<file path="config.mk">
export PLATFORM = sky130hd
export DESIGN_NAME = hazard_ctrl
export DESIGN_NICKNAME = d
export VERILOG_FILES = /design/src/rtl/hazard_ctrl.sv
export SDC_FILE = /design/constraint.sdc
export NUM_CORES = 1
export LEC_CHECK = 0
export BUFFER_PORTS_ARGS = -buffer_cell sky130_fd_sc_hd__buf_2
export CELL_PAD_IN_SITES_DETAIL_PLACEMENT = 1
export CELL_PAD_IN_SITES_GLOBAL_PLACEMENT = 1
export CORE_ASPECT_RATIO = 2
export CORE_MARGIN = 4
export CORE_UTILIZATION = 37
export CTS_BUF_LIST = sky130_fd_sc_hd__clkbuf_4
export DETAILED_ROUTE_END_ITERATION = 10
export PLACE_DENSITY = 0.78
export SYNTH_ARGS = -nofsm -noshare
export SYNTH_HDL_FRONTEND = slang
export SYNTH_SLANG_ARGS = --single-unit
</file>
<file path="constraint.sdc">
create_clock -name clk -period 2.6 [get_ports clk]
set_clock_uncertainty 0.15 [all_clocks]
set_input_delay 0.52 -clock clk [delete_from_list [all_inputs] [get_ports clk]]
set_output_delay 0.52 -clock clk [all_outputs]
set_load 0.1 [all_outputs]
</file>
<file path="src/rtl/hazard_ctrl.sv">
// Pipeline hazard and sequencing controller: branch flush, jump redirect,
// load-use replay, mult/div stall FSM and a saturating lost-cycle counter.
module hazard_ctrl #(
  parameter int unsigned MD_LATENCY = 4,
  parameter int unsigned CNT_W      = 16
) (
  input  logic             clk,
  input  logic             rst_n,
  input  logic [4:0]       id_rs,
  input  logic [4:0]       id_rt,
  input  logic             id_uses_rt,
  input  logic             id_valid,
  input  logic             id_jump,
  input  logic             id_md_start,
  input  logic             ex_mem_read,
  input  logic [4:0]       ex_rt,
  input  logic             ex_branch_taken,
  output logic             pc_write,
  output logic [1:0]       pc_sel,
  output logic             valid_PC,
  output logic             flush,
  output logic             id_ex_bubble,
  output logic             md_busy,
  output logic [CNT_W-1:0] stall_count
);

  typedef enum logic {
    RUN     = 1'b0,
    MD_WAIT = 1'b1
  } state_e;

  localparam logic [1:0] SEL_SEQ    = 2'b00;
  localparam logic [1:0] SEL_JUMP   = 2'b01;
  localparam logic [1:0] SEL_BRANCH = 2'b10;
  localparam logic [1:0] SEL_REPLAY = 2'b11;

  state_e           state_q, state_d;
  logic [3:0]       md_cnt_q, md_cnt_d;
  logic [CNT_W-1:0] stall_count_q, stall_count_d;
  logic             lu;
  logic             lost_cycle;

  assign lu = ex_mem_read && id_valid && (ex_rt != 5'd0) &&
              ((ex_rt == id_rs) || (id_uses_rt && (ex_rt == id_rt)));

  // NOTE: every output and next-state value gets a default first, so no
  // path through the case/if tree can leave one unassigned and infer a latch.
  always_comb begin
    state_d      = state_q;
    md_cnt_d     = md_cnt_q;
    pc_write     = 1'b1;
    pc_sel       = SEL_SEQ;
    valid_PC     = 1'b1;
    flush        = 1'b0;
    id_ex_bubble = 1'b0;
    md_busy      = 1'b0;

    if (!rst_n) begin
      // Reset fills the pipe with NOPs without waiting for a clock edge.
      pc_write     = 1'b0;
      valid_PC     = 1'b0;
      flush        = 1'b1;
      id_ex_bubble = 1'b1;
    end else begin
      unique case (state_q)
        RUN: begin
          if (ex_branch_taken) begin
            pc_sel       = SEL_BRANCH;
            flush        = 1'b1;
            id_ex_bubble = 1'b1;
          end else if (lu) begin
            pc_sel       = SEL_REPLAY;
            valid_PC     = 1'b0;
            id_ex_bubble = 1'b1;
          end else if (id_jump) begin
            pc_sel   = SEL_JUMP;
            valid_PC = 1'b0;
          end else if (id_md_start) begin
            pc_write = 1'b0;
            valid_PC = 1'b0;
            state_d  = MD_WAIT;
            md_cnt_d = 4'(MD_LATENCY);
          end
        end
        MD_WAIT: begin
          pc_write     = 1'b0;
          valid_PC     = 1'b0;
          id_ex_bubble = 1'b1;
          md_busy      = 1'b1;
          md_cnt_d     = md_cnt_q - 4'd1;
          // Exit on 0 as well so a corrupted count can never lock the core.
          if (md_cnt_q <= 4'd1) begin
            state_d = RUN;
          end
        end
        default: state_d = RUN;
      endcase
    end
  end

  assign lost_cycle = !pc_write || flush || (pc_sel == SEL_REPLAY);

  always_comb begin
    stall_count_d = stall_count_q;
    if (lost_cycle && (stall_count_q != {CNT_W{1'b1}})) begin
      stall_count_d = stall_count_q + CNT_W'(1);
    end
  end

  // NOTE: state registers use non-blocking assignments so every flop samples
  // the pre-edge value of its sources, independent of statement order.
  always_ff @(posedge clk or negedge rst_n) begin
    if (!rst_n) begin
      state_q       <= RUN;
      md_cnt_q      <= 4'd0;
      stall_count_q <= '0;
    end else begin
      state_q       <= state_d;
      md_cnt_q      <= md_cnt_d;
      stall_count_q <= stall_count_d;
    end
  end

  assign stall_count = stall_count_q;

endmodule

</file>
* Word-level counts from Yosys, hierarchy flattened
Cells that the tools add are included.
** Word-level totals
- Register bits :: 21
- Bits of input ports :: 23
- Output and inout bits :: 23
- Logic and storage cells :: 62
** Operators by class
- $add $sub $neg :: 2
- $lt $le $gt $ge :: 1
- Eq/ne operators :: 8
- Muxes and demuxes :: 36
- Bitwise gates (word level) :: 1
- Reduce and logical (&&, ||, !) cells :: 11
** Operators by type and width (number)
- 2-to-1 mux 1 bit :: 23
- adder 16 x 1 -> 16 bit (second input constant) :: 1
- 2-to-1 mux 4 bit :: 4
- inequality test 16 bit (second input constant) :: 1
- == test 5 bit :: 2
- 2-to-1 mux 2 bit :: 4
- inequality test 2 bit (second input constant) :: 4
- one-hot mux 1 bit (2 select lines) :: 4
- one-hot mux 4 bit (2 select lines) :: 1
- logical AND 1 bit :: 5
- AND reduction 5 bit :: 1
- nonzero test 5 bit :: 1
- <= comparator 4 x 1 -> 1 bit (second input constant) :: 1
- subtractor 4 x 1 -> 4 bit (second input constant) :: 1
- logical OR 1 bit :: 3
- == test 2 bit (second input constant) :: 1
- logical NOT 1 bit :: 1
- inverter 1 bit :: 1

* Logic depth before layout (Yosys ltp)
- Depth after elaboration :: 12
- Mapped depth :: 7
- Mapped depth without buffers :: 6

* Worst setup path after synthesis
No wires, ideal clock.
- Kind :: in2out
- From :: input port ex_rt[4]
- To :: output port pc_sel[0]
- Arrival time :: 3280 ps
- Required time :: 1930 ps
- Path slack :: -1350 ps
- Stages :: 7
- Buffers on the path :: 1
- Path through :: xnor2_1 nand3_1 o22ai_1 and2_1 buf_6 nor2_1 nor3_1
** Between the ends
- Longest elaborated chain between the ends :: 8
- Elaborated cells between the ends (all ways) :: 11
- Those cells by class :: eq/ne: 2; mux: 4; reduce/logical: 5
** Ends and longest elaborated chain
- from (decl) :: RTL line 16 : input logic [4:0] ex_rt,
- == test 5 bit :: RTL line 44 : ((ex_rt == id_rs) || (id_uses_rt && (ex_rt == id_rt)));
- logical AND 1 bit :: RTL line 44
- logical OR 1 bit :: RTL line 44
- logical AND 1 bit (*) :: RTL line 43 : assign lu = ex_mem_read && id_valid && (ex_rt != 5'd0) &&
- 2-to-1 mux 2 bit (*) :: RTL line 71 : end else if (lu) begin
- 2-to-1 mux 2 bit (*) :: RTL line 67 : if (ex_branch_taken) begin
- 2-to-1 mux 2 bit (*) :: RTL line 65 : unique case (state_q)
- 2-to-1 mux 2 bit (*) :: RTL line 58 : if (!rst_n) begin
- to (decl) :: RTL line 19 : output logic [1:0] pc_sel,
Every way passes the cells marked *; elsewhere a longest branch is shown, timed or not.

* Worst setup path after layout
- From :: input port ex_rt[0]
- To :: output port valid_PC
** Between the ends
- Longest elaborated chain between the ends :: 8
- Elaborated cells between the ends (all ways) :: 11
- Those cells by class :: eq/ne: 2; mux: 4; reduce/logical: 5
** Ends and longest elaborated chain
- == test 5 bit :: RTL line 44
- logical AND 1 bit :: RTL line 44
- logical OR 1 bit :: RTL line 44
- logical AND 1 bit (*) :: RTL line 43
- 2-to-1 mux 1 bit (*) :: RTL line 71
- 2-to-1 mux 1 bit (*) :: RTL line 67
- one-hot mux 1 bit (2 select lines) (*) :: RTL line 65
- 2-to-1 mux 1 bit (*) :: RTL line 58
- to (decl) :: RTL line 20 : output logic valid_PC,
Marked as above.

==> impl_results.md <==
* Run status: finished, violations left
* Violated checks: setup timing
* Min Clock Period, post-route at 2.802 ns
* Comb pwr share at 0.633
* DIE HEIGHT at 91.02 microns
* Pwr per Cell Area at 1115 nW/um^2
* DRT Pass-1 Iters at 4
* First-pass GRT wire length at 6720 microns
* Final worst-path cycle share at 1.078
* Syn-to-layout area delta at 44.06%
* Worst Tran Pin Value at 0.4936 ns
* Critical setup path kind: in2out
* Switching pwr at 0.001206 W
* Setup ws final at -0.2016 ns
* Clock buffer depth at 2
* Root buffer cell: clkbuf_4
* Critical path peak fanout at 3
* Final #Nets at 219
* Worst-skew pair later-pin latency at 0.30 ns
* Critical path cell sequence: buf_6 > or3_1 > o311a_1 > and2_4 > or3_4 > a21oi_4 > buf_12
* Post-route ant nets at 0
* Post-DP HPWL at 3204 microns
* Layout cells sized above 1 at 0.4479
* Vias at 1256
* Rel. slew slack at 0.6732
* Total wire length at 3975 microns
* Vias per cell at 5.632
* Delay-heaviest family, CP: simple AND/OR/NAND/NOR gates
* Register area share after synthesis at 0.4122
* Initial antenna violation count at 0
* Post-Syn Area at 1275 sq um
* Cell count along the critical path at 7
* Unique masters post-synth at 30
* Switching Share at 0.5892
* Grt total ovfl at 0
* Diode count at 0
* Leakage at 0.7958 nW
* Arrival time worst endpoint at 2.13 ns
* Fin. Hold Viols at 0
* # clock sinks at 21
* Worst Setup End Kind: output pin
* Cts bufs inserted at 3
* I/O Buffers at 45
* Clock Power Share at 0.077
* Starting Density at 0.3948
* Yosys Warn Count at 0
* Syn Inst Count at 134
* Vias in the first global route at 1410
* CP max stage cell: or3_1
* FF+latch count, synth at 21
* Crit path buffers/inverters at 2
* Core Area at 3229 sq um
* Worst reg-to-reg path cell count at 7
* MaxCap Viol Count at 0
* GRT Total Usage at 0.1896
* Worst Path Required at 1.93 ns
* CTS tree: built
* Die W at 49.51 microns
* Num rows at 29
* CP peak stage delay at 0.37 ns
* Fmax achieved at 356.9 MHz
* Final Util at 0.5688
* Register share of total power at 0.290
* Synth Net Count at 160
* Reg clk slew, reported paths at 0.12 ns
* Worst vdd ir at 802.0 uV
* RSZ-0062 raised after global routing: yes
* Ports at 46
* Mean post-synth cell area at 9.515 sq um
* Wire per inst at 17.83 microns
* H-tree depth at 1
* Cell Int Power at 0.0008409 W
* Endpoints failing setup at 4
* # DRC at 0
* Setup TNS at -0.5184 ns
* Largest net degree at the start of global routing at 24
* Hold-fix buffers at CTS at 0
* Max-slew violations at 0
* Die area at 4506 sq um
* Routability cong. at 0.7778
* Starting DRT DRC Count at 12
* Hold WC Path Type: in2async
* CP Launch Type: input port
final cells by class:
class / count / area [sq um]
Sequential cell: 21 / 534.3
Tap cell: 31 / 38.79
Timing Repair Buffer: 57 / 424.2
Fill cell: 390 / 1393
Clock buffer: 3 / 22.52
Inverter: 10 / 37.54
Multi-Input combinational cell: 100 / 774.5
Clock inverter: 1 / 5.005
flip-flops by register name, indices dropped and copies added (netlist names):
| register | count |
|---|---|
| state_q | 1 |
| stall_count | 16 |
| md_cnt_q | 4 |
path summary, 6_finish.rpt:
kind / from / endpoint / slack, ns
setup / recovery: ex_rt[0] / valid_PC / -0.20
setup reg to reg: stall_count[0] / stall_count[1] / 0.39
min in group clk: stall_count[3] / stall_count[3] / 0.35
hold reg to reg: stall_count[3] / stall_count[3] / 0.35
max in group asynchronous: rst_n / stall_count[3] / 1.93
hold / removal: rst_n / state_q / 0.13
cells in the mapped netlist:
| library cell | instances | area, sq um |
|---|---|---|
| o21ai_0 | 2 | 10.01 |
| ha_1 | 3 | 37.54 |
| o31ai_1 | 1 | 7.510 |
| buf_2 | 2 | 10.01 |
| a21oi_1 | 1 | 5.000 |
| nand2_1 | 10 | 37.54 |
| nor2_1 | 10 | 37.54 |
| o22ai_1 | 3 | 18.77 |
| xnor2_1 | 12 | 105.1 |
| o41a_1 | 1 | 11.26 |
| and4_1 | 1 | 8.760 |
| nand4_1 | 5 | 31.28 |
| o31ai_4 | 1 | 21.27 |
| nor4_1 | 7 | 43.79 |
| a2bb2oi_2 | 1 | 15.01 |
| mux2i_1 | 2 | 20.02 |
| inv_1 | 10 | 37.54 |
| nor3_1 | 8 | 40.04 |
| o311a_1 | 1 | 10.01 |
| xor2_1 | 12 | 105.1 |
| dfrtp_1 | 21 | 525.5 |
| and3_1 | 1 | 6.260 |
| nand3_1 | 8 | 40.04 |
| a21oi_2 | 1 | 8.760 |
| or3_1 | 4 | 25.02 |
| buf_6 | 1 | 11.26 |
| nor4b_1 | 1 | 8.760 |
| and2_1 | 1 | 6.260 |
| nor3b_1 | 1 | 7.510 |
| mux2_2 | 2 | 22.52 |
placed cells by master, fill, tap and decap left out, types with 8 or more instances in the layout:
master / Yosys / final
nand3_1: 8 / 8
buf_4: 0 / 11
xor2_1: 12 / 12
dfrtp_1: 21 / 14
buf_2: 2 / 38
xnor2_1: 12 / 10
inv_1: 10 / 10
nand2_1: 10 / 10
cells by family after synthesis:
| family | count (synthesis) | share of synthesized area |
|---|---|---|
| adders and majority gates | 3 | 0.02944 |
| DFF | 21 | 0.4122 |
| muxes | 4 | 0.03337 |
| xor gates and xnor gates | 24 | 0.1649 |
| AOI/OAI and AO/OA | 12 | 0.08439 |
| buffers and inverters | 13 | 0.04613 |
| and+or+nand+nor | 57 | 0.2297 |
metal layers:
layer / share of wire / GRT usage / vias to the layer above
met5: 0 / 0 / -
met4: 0.020 / 0.05774 / 0
met3: 0.028 / 0.01803 / 9
met2: 0.63 / 0.3980 / 33
met1: 0.32 / 0.1812 / 623
li1: - / - / 591
what timing repair did:
item | 4_1_cts | 5_1_grt
endpoints found under the setup margin | 5 | 5
setup buffers | 2 | 0
pin swaps | 5 | 2
resized for setup | 22 | 1
worst reg2reg max path, delay by kind of cell, from the launching register on:
family / cells / cell delay, ns
adder cells (fa/ha/maj): 1 / 0.18
buffers and inverters: 1 / 0.24
flip-flops: 1 / 0.42
multiplexers: 1 / 0.27
AND/OR/NAND/NOR: 4 / 0.83
per-stage QoR:
step | power [W] | cells | setup WS [ns] | hold WS (ns) | area (sq um)
floorplan | 0.001580 | 134 | -0.4875 | 0.07441 | 1320
finish | 0.002047 | 223 | -0.2016 | 0.1266 | 1837
CTS | 0.002068 | 223 | -0.2007 | 0.1252 | 1829
global placement | 0.001825 | 217 | -0.2458 | 0.3224 | 1695
global route | 0.002161 | 223 | -0.2350 | 0.1413 | 1837
detailed placement | 0.001872 | 217 | -0.2884 | 0.3329 | 1695
power by group through the flow:
stage / sequential, W / combinational [W] / clock [W]
2_1_floorplan: 0.00113 / 0.000448 / 0
3_3_place_gp: 0.000592 / 0.00123 / 0
3_5_place_dp: 0.000603 / 0.00127 / 0
4_1_cts: 0.000598 / 0.00131 / 0.000161
5_1_grt: 0.000621 / 0.00136 / 0.000177
6_report: 0.000593 / 0.00130 / 0.000157
(Power assumes the default switching activity.)
